[config.mk]
export PLATFORM = sky130hd
export DESIGN_NAME = spi_wb_host_flat
export DESIGN_NICKNAME = d
export VERILOG_FILES = /design/src/rtl/spi_wb_host_if.sv /design/src/rtl/spi_wb_host.sv /design/src/flat_wrapper.sv
export SDC_FILE = /design/constraint.sdc
export NUM_CORES = 1
export LEC_CHECK = 0
export CAP_MARGIN = 20
export CORE_ASPECT_RATIO = 1.4
export CORE_MARGIN = 2
export CORE_UTILIZATION = 57
export CTS_BUF_LIST = sky130_fd_sc_hd__clkbuf_16
export DETAILED_ROUTE_END_ITERATION = 10
export DONT_BUFFER_PORTS = 1
export PLACE_DENSITY = 0.72
export SYNTH_ARGS = -nofsm -noshare
export SYNTH_HDL_FRONTEND = slang
export SYNTH_SLANG_ARGS = --single-unit
[constraint.sdc]
create_clock -name clk -period 2.1 [get_ports clk]
set_input_delay 0.42 -clock clk [delete_from_list [all_inputs] [get_ports clk]]
set_output_delay 0.42 -clock clk [all_outputs]
set_load 0.02 [all_outputs]
[src/rtl/spi_wb_host_if.sv]
// Host-side Wishbone (pipelined) port bundle for spi_wb_host.
// The master modport is the interconnect side, the slave modport is the bridge host.
interface spi_wb_host_if;
  logic       wb_stb;
  logic       wb_we;
  logic [3:0] wb_sel;
  logic [7:0] wb_adr;
  logic [7:0] wb_dat_i;
  logic       wb_stall;
  logic       wb_ack;
  logic       wb_err;
  logic [7:0] wb_dat_o;

  modport master (
    output wb_stb, wb_we, wb_sel, wb_adr, wb_dat_i,
    input  wb_stall, wb_ack, wb_err, wb_dat_o
  );

  modport slave (
    input  wb_stb, wb_we, wb_sel, wb_adr, wb_dat_i,
    output wb_stall, wb_ack, wb_err, wb_dat_o
  );
endinterface

[src/rtl/spi_wb_host.sv]
// Serialises single Wishbone transactions into cmd/addr/data/poll bytes for a byte SPI master.
// Optional poll timeout with wb_err is enabled by defining SPI_WB_HOST_TIMEOUT_EN.
//
// state | meaning
// IDLE  | waiting for wb_stb; sel=0 reads complete here with no link traffic
// CMD   | exchanging {we,3'b000,sel}
// ADDR  | exchanging the address byte
// WDATA | exchanging the write data byte
// POLL  | exchanging 0x00 until the remote answers ACK_BYTE
// RDATA | exchanging 0x00 to fetch the read data
module spi_wb_host #(
  parameter logic [7:0] ACK_BYTE = 8'h55,
  parameter int         POLL_MAX = 255
) (
  input  logic              clk,
  input  logic              rst_n,
  spi_wb_host_if.slave      wb,
  output logic [7:0]        tx_data,
  output logic              tx_stb,
  input  logic              tx_ready,
  input  logic [7:0]        rx_data,
  input  logic              rx_stb
);

  typedef enum logic [2:0] {IDLE, CMD, ADDR, WDATA, POLL, RDATA} state_t;

  state_t     state, state_next;
  logic       pending;
  logic       we_q;
  logic [3:0] sel_q;
  logic [7:0] adr_q, dat_q;
  logic       stall_q, stall_next;
  logic       ack_q, ack_next;
  logic [7:0] dat_o_q, dat_o_next;
  logic       need_byte;
  logic       accept;
  logic       rx_done;

`ifdef SPI_WB_HOST_TIMEOUT_EN
  localparam logic [7:0] POLL_LIMIT = POLL_MAX[7:0];
  logic [7:0] poll_cnt;
  logic       err_q, err_next;
`endif

  assign accept  = (state == IDLE) && wb.wb_stb && !stall_q;
  // rx_stb only counts when we actually have a byte in flight
  assign rx_done = rx_stb && pending;

  always_comb begin
    state_next = state;
    stall_next = stall_q;
    ack_next   = 1'b0;
    dat_o_next = dat_o_q;
    tx_data    = 8'h00;
    need_byte  = 1'b0;
`ifdef SPI_WB_HOST_TIMEOUT_EN
    err_next   = 1'b0;
    if (ack_q || err_q) stall_next = 1'b0;
`else
    if (ack_q) stall_next = 1'b0;
`endif
    case (state)
      IDLE: begin
        if (accept) begin
          stall_next = 1'b1;
          if (!wb.wb_we && (wb.wb_sel == 4'h0)) begin
            ack_next   = 1'b1;
            dat_o_next = 8'h00;
          end else begin
            state_next = CMD;
          end
        end
      end
      CMD: begin
        tx_data   = {we_q, 3'b000, sel_q};
        need_byte = 1'b1;
        if (rx_done) state_next = ADDR;
      end
      ADDR: begin
        tx_data   = adr_q;
        need_byte = 1'b1;
        if (rx_done) state_next = we_q ? WDATA : POLL;
      end
      WDATA: begin
        tx_data   = dat_q;
        need_byte = 1'b1;
        if (rx_done) state_next = POLL;
      end
      POLL: begin
        need_byte = 1'b1;
        if (rx_done) begin
          if (rx_data == ACK_BYTE) begin
            if (we_q) begin
              ack_next   = 1'b1;
              state_next = IDLE;
            end else begin
              state_next = RDATA;
            end
          end
`ifdef SPI_WB_HOST_TIMEOUT_EN
          else if (poll_cnt == POLL_LIMIT) begin
            err_next   = 1'b1;
            state_next = IDLE;
          end
`endif
        end
      end
      RDATA: begin
        need_byte = 1'b1;
        if (rx_done) begin
          dat_o_next = rx_data;
          ack_next   = 1'b1;
          state_next = IDLE;
        end
      end
      default: state_next = IDLE;
    endcase
    tx_stb = need_byte && !pending && tx_ready;
  end

  always_ff @(posedge clk or negedge rst_n) begin
    if (!rst_n) begin
      state   <= IDLE;
      pending <= 1'b0;
      stall_q <= 1'b0;
      ack_q   <= 1'b0;
      dat_o_q <= 8'h00;
    end else begin
      state   <= state_next;
      stall_q <= stall_next;
      ack_q   <= ack_next;
      dat_o_q <= dat_o_next;
      if (tx_stb)       pending <= 1'b1;
      else if (rx_done) pending <= 1'b0;
    end
  end

  always_ff @(posedge clk or negedge rst_n) begin
    if (!rst_n) begin
      we_q  <= 1'b0;
      sel_q <= 4'h0;
      adr_q <= 8'h00;
      dat_q <= 8'h00;
    end else if (accept) begin
      we_q  <= wb.wb_we;
      sel_q <= wb.wb_sel;
      adr_q <= wb.wb_adr;
      dat_q <= wb.wb_dat_i;
    end
  end

`ifdef SPI_WB_HOST_TIMEOUT_EN
  always_ff @(posedge clk or negedge rst_n) begin
    if (!rst_n) begin
      poll_cnt <= 8'h00;
      err_q    <= 1'b0;
    end else begin
      err_q <= err_next;
      if (accept)
        poll_cnt <= 8'h00;
      else if ((state == POLL) && rx_done && (rx_data != ACK_BYTE) && (poll_cnt != POLL_LIMIT))
        poll_cnt <= poll_cnt + 8'd1;
    end
  end
  assign wb.wb_err = err_q;
`else
  assign wb.wb_err = 1'b0;
`endif

  assign wb.wb_stall = stall_q;
  assign wb.wb_ack   = ack_q;
  assign wb.wb_dat_o = dat_o_q;

endmodule

[src/flat_wrapper.sv]
// flat-port wrapper written by rule: the top's interface ports become plain ports
module spi_wb_host_flat 
#(
  parameter logic [7:0] ACK_BYTE = 8'h55,
  parameter int         POLL_MAX = 255
)
  (clk, rst_n, tx_data, tx_stb, tx_ready, rx_data, rx_stb, wb_wb_stb, wb_wb_we, wb_wb_sel, wb_wb_adr, wb_wb_dat_i, wb_wb_stall, wb_wb_ack, wb_wb_err, wb_wb_dat_o);
  spi_wb_host_if wb_i ();
  input  logic clk;
  input  logic rst_n;
  output logic [7:0] tx_data;
  output logic tx_stb;
  input  logic tx_ready;
  input  logic [7:0] rx_data;
  input  logic rx_stb;
  input wire logic [$bits(wb_i.wb_stb)-1:0] wb_wb_stb;
  input wire logic [$bits(wb_i.wb_we)-1:0] wb_wb_we;
  input wire logic [$bits(wb_i.wb_sel)-1:0] wb_wb_sel;
  input wire logic [$bits(wb_i.wb_adr)-1:0] wb_wb_adr;
  input wire logic [$bits(wb_i.wb_dat_i)-1:0] wb_wb_dat_i;
  output wire logic [$bits(wb_i.wb_stall)-1:0] wb_wb_stall;
  output wire logic [$bits(wb_i.wb_ack)-1:0] wb_wb_ack;
  output wire logic [$bits(wb_i.wb_err)-1:0] wb_wb_err;
  output wire logic [$bits(wb_i.wb_dat_o)-1:0] wb_wb_dat_o;
  assign wb_i.wb_stb = wb_wb_stb;
  assign wb_i.wb_we = wb_wb_we;
  assign wb_i.wb_sel = wb_wb_sel;
  assign wb_i.wb_adr = wb_wb_adr;
  assign wb_i.wb_dat_i = wb_wb_dat_i;
  assign wb_wb_stall = wb_i.wb_stall;
  assign wb_wb_ack = wb_i.wb_ack;
  assign wb_wb_err = wb_i.wb_err;
  assign wb_wb_dat_o = wb_i.wb_dat_o;
  spi_wb_host #(.ACK_BYTE(ACK_BYTE), .POLL_MAX(POLL_MAX)) u_core (.clk(clk), .rst_n(rst_n), .wb(wb_i), .tx_data(tx_data), .tx_stb(tx_stb), .tx_ready(tx_ready), .rx_data(rx_data), .rx_stb(rx_stb));
endmodule
* Word level (Yosys, flattened, before mapping)
Index checks and enable logic that the tools add are counted.
** Cells by class
- Eq/ne operators :: 15
- Reduce and logical (&&, ||, !) cells :: 16
- Muxes and demuxes :: 29
** Operators with widths (number)
- two-way mux 3 bit :: 10
- two-way mux 8 bit :: 3
- one-hot mux 8 bit (3 select lines) :: 1
- one-hot mux 3 bit (6 select lines) :: 1
- one-hot mux 8 bit (2 select lines) :: 1
- inequality test 2 x 1 -> 1 bit, second input constant :: 7
- two-way mux 1 bit :: 12
- equality test 8 x 7 -> 1 bit, second input constant :: 1
- AND reduction 8 bit :: 1
- equality test 3 x 2 -> 1 bit, second input constant :: 2
- equality test 3 bit, second input constant :: 2
- logical AND 1 bit :: 6
- OR reduction 5 bit :: 1
- logical NOT 4 bit :: 1
- inequality test 2 bit, second input constant :: 2
- AND reduction 4 bit :: 1
- nonzero test 2 bit :: 2
- equality test 3 x 1 -> 1 bit, second input constant :: 1
- logical NOT 1 bit :: 3
- logical NOT 3 bit :: 1
- one-hot mux 1 bit (3 select lines) :: 1
** Storage, ports and cells
- Logic and storage cells :: 69
- Flip-flop bits (word level) :: 35
- Output and inout bits :: 20
- Input bits :: 34

* Logic depth before layout (Yosys ltp)
- Word-level depth :: 6
- Mapped depth :: 5
- Depth with buffers taken out :: 4

* Worst setup path before layout
Ideal clock, no wire load.
- Path kind :: register to output
- From :: reg u_core.state[1]
- To :: out tx_stb
- Stages on the path, launching flop included :: 2
- Arrival :: 1.700 ns
- Setup slack :: -0.020 ns
- Buffers on the path :: 0
- Data required time :: 1.680 ns
- Cell sequence :: dfrtp_1 a2111oi_0
** On the way
- Cells in the longest elaborated chain, start to end :: 5
** RTL lines
- start, declared :: line spi_wb_host.sv:27 : state_t state, state_next;
- start signal, assigned :: line spi_wb_host.sv:129 : state <= state_next;
- equality test 3 x 1 -> 1 bit, or another cell as far along :: line spi_wb_host.sv:62 : case (state)
- OR reduction 5 bit (no line) (*)
- two-way mux 1 bit (*) :: line spi_wb_host.sv:62
- logical AND 1 bit (*) (2 in series) :: line spi_wb_host.sv:118 : tx_stb = need_byte && !pending && tx_ready;
- end, declared :: line flat_wrapper.sv:12 : output logic tx_stb;
Mark *: on every way between the ends. The rest lies on a longest branch, timed or not.

* Final worst setup path
- From :: reg u_core.state[1]
- To :: out tx_data[7]
** On the way
- Cells in the longest elaborated chain, start to end :: 2
** RTL lines
- equality test 3 x 2 -> 1 bit or equality test 3 x 1 -> 1 bit (tied branches) :: line spi_wb_host.sv:62
- one-hot mux 8 bit (3 select lines) (*) :: line spi_wb_host.sv:62
- end, declared :: line flat_wrapper.sv:11 : output logic [7:0] tx_data;
Marks and branches as above.

==> metrics.cfg <==
[timing]
rsz0062_at_grt = no
setup_violations = 0
worst_slack_ps = 115
period_needed_ps = 1980
finalMaxSlewViolations = 0
fin_crit_sh = 0.945
tns_ps = 0
worstMarginPinSlew_ps = 613
max_slew_margin = 0.586
hold_viol_final = 0
timing.fmax_ghz = 0.504
skew_ps = 3.25

[finish]
fin_area_sq_um = 1900
final_nets = 178
fill_cells = 218
drive_above_1_share = 0.359
area_growth_pct = 15.1
final_common_cell = dfrtp_1
num_antenna_cells = 0
layout_common_cells = dfrtp_1, mux2_2, buf_4

[route]
wl_um = 3440
wl_per_cell_um = 18.9
routed_via_density = 6.34
firstDrtPassIters = 4
drt_iter0_drc = 43
ant_nets = 0
drc = 0
vias = 1153

[power]
worst_ir_drop_vdd_mv = 0.860
total_leakage_power_nw = 0.855
pwr_density_cell_nw_per_um2 = 1490

[logic_synthesis]
synth.distinct_cells = 33
yosysTopAreaCellShare = 0.530
synthCells = 132
syn_avg_cell_area_sq_um = 12.5
synth_area_sq_um = 1650
synth_top_cell_by_area = dfrtp_1
yosysWarnings = 0
syn_nets = 166
yosysSeqAreaShare = 0.530
ys_ff_latch = 35
netlist_top_cells_area = dfrtp_1, mux2_2, a22o_1

[worst_setup_path]
crit_required_ps = 1680
crit_path_end_kind = primary output
path_delay_family = flip-flops
worst-path-max-fanout = 10
cp_cell_sequence = mux2_2 -> a22oi_1 -> nor2_1 -> buf_4
cp_num_buf_inv = 1
timing.rr.end = u_core.dat_q[2]
critical_path_class = flip-flop to primary output
arrival_ps = 1560
cpPeakStageDelay_ps = 480
slowest_stage = dfrtp_2
r2r-start = u_core.state[1]
ff2ff_path_depth = 4
ff2ff_setup_slack_ps = 370
cp-start-kind = flip-flop

[clock_network]
clk_path_buf_depth = 2
tritoncts = done
cts_root_buffer = clkbuf_16
cts_made_buffers = 5
clk_latency_ps = 280
cts.sinks = 35
clk_pin_slew_ps = 50
cts_htree_levels = 2

[worst_hold_path]
hold_path_depth = 1
hp-class = input port to flip-flop
whs_endpoint = u_core.wb.wb_dat_o[7]
hold_path.startpoint = rx_data[7]

[floorplan]
initial_core_util = 0.586
fp-row-count = 23
coreArea_sq_um = 2820
dieWidth_um = 49.5
io_pins = 54
dieArea_sq_um = 3350
die_h_um = 67.7

[flow_run]
drv_cap = 0

[placed_design]
portBuffers = 0
hpwl_um = 2440
post_dp_cell_area_sq_um = 1730
dp_slack_ps = 309
globalplace.congestion = 0.799

[grt]
track_usage = 0.233
overflow = 0
grt_start_max_net_pins = 36
grt_pass1_wl_um = 5710
grt_pass1_vias = 1216
antenna_found_initial = 0

[run_status]
outcome = completed

-- per-stage QoR --
step | hold slack, ps | power [mW] | std cells | utilization
floorplan | 124 | 1.89 | 132 | -
global placement | 125 | 2.09 | 172 | 0.613
detailed placement | 125 | 2.13 | 172 | 0.613
CTS | 278 | 2.84 | 182 | 0.673
global route | 287 | 3.01 | 182 | 0.674
finish | 281 | 2.83 | 182 | 0.674
-- metal layers --
| metal | part of all wire | track usage | vias to the layer above | wire (um) |
|---|---|---|---|---|
| li1 | - | - | 507 | - |
| met3 | 0.074 | 0.0796 | 6 | 255 |
| met1 | 0.37 | 0.253 | 585 | 1290 |
| met2 | 0.54 | 0.414 | 55 | 1840 |
| met5 | 0 | 0 | - | 0 |
| met4 | 0.017 | 0.104 | 0 | 58 |
-- area by class of cell --
type	instances	area, sq um	share of cell area
Clock buffer	5	125	0.0658
Timing Repair Buffer	13	113	0.0592
Sequential cell	35	880	0.463
Clock inverter	3	12.5	0.00658
Multi-Input combinational cell	84	707	0.372
Inverter	5	18.8	0.00987
Tap cell	37	46.3	0.0243
-- synthesized netlist by cell type, drive strengths merged --
library cell / number
a22o: 8
nand4: 1
a21oi: 1
buf: 7
nand3: 2
o2111ai: 1
nor4bb: 2
and2: 1
mux2i: 3
a31oi: 2
nor4: 1
a211oi: 1
or4: 1
nand2b: 3
o311ai: 1
conb: 1
a2111oi: 2
clkbuf: 1
o21ai: 3
mux2: 26
a311oi: 1
a22oi: 5
nor3: 3
inv: 5
dfrtp: 35
nand2: 1
a21o: 2
nor2: 12
-- registers in the layout, summed over array words and instances, names as in the netlist --
signal,flops
u_core.we_q,1
u_core.wb.wb_stall,1
u_core.wb.wb_ack,1
u_core.sel_q,4
u_core.dat_q,8
u_core.state,3
u_core.pending,1
u_core.wb.wb_dat_o,8
u_core.adr_q,8
-- power by group --
group	internal (mW)	switching, mW
clock network	0.427	0.252
logic	0.494	0.418
registers	0.943	0.299
-- what timing repair did --
action                                  4_1_cts  5_1_grt
hold buffers                                  2        0
endpoints found under the hold margin        35        0
resized for setup                             1        3
buffers inserted                              0        0
endpoints found under the setup margin        2        8
-- worst register-to-register path, delay by kind of cell, from the launching register on --
family | cells | cell delay (ps)
buffers and inverters | 2 | 510
flip-flops | 1 | 480
multiplexers | 1 | 380
AND/OR/NAND/NOR | 1 | 240
-- worst max-delay path by stage --
stage                          from  slack, ps    endpoint  cells past startpoint
finish              u_core.state[1]        120  tx_data[7]                      4
global route        u_core.state[1]         60  tx_data[7]                      4
floorplan           u_core.state[1]        260      tx_stb                      1
global placement    u_core.state[1]        320  tx_data[1]                      5
detailed placement  u_core.state[0]        310  tx_data[7]                      4
CTS                 u_core.state[1]         20  tx_data[7]                      4
-- logic make-up (layout without fill, tap and decap cells) --
kind of cell           after synthesis  in the layout  synth area share
muxes                               29             29             0.198
other                                1              1           0.00227
buffers and inverters               13             26            0.0447
and+or+nand+nor                     27             27            0.0969
AOI/OAI and AO/OA                   27             27             0.129
DFF                                 35             35             0.530
(Power assumes the default switching activity.)
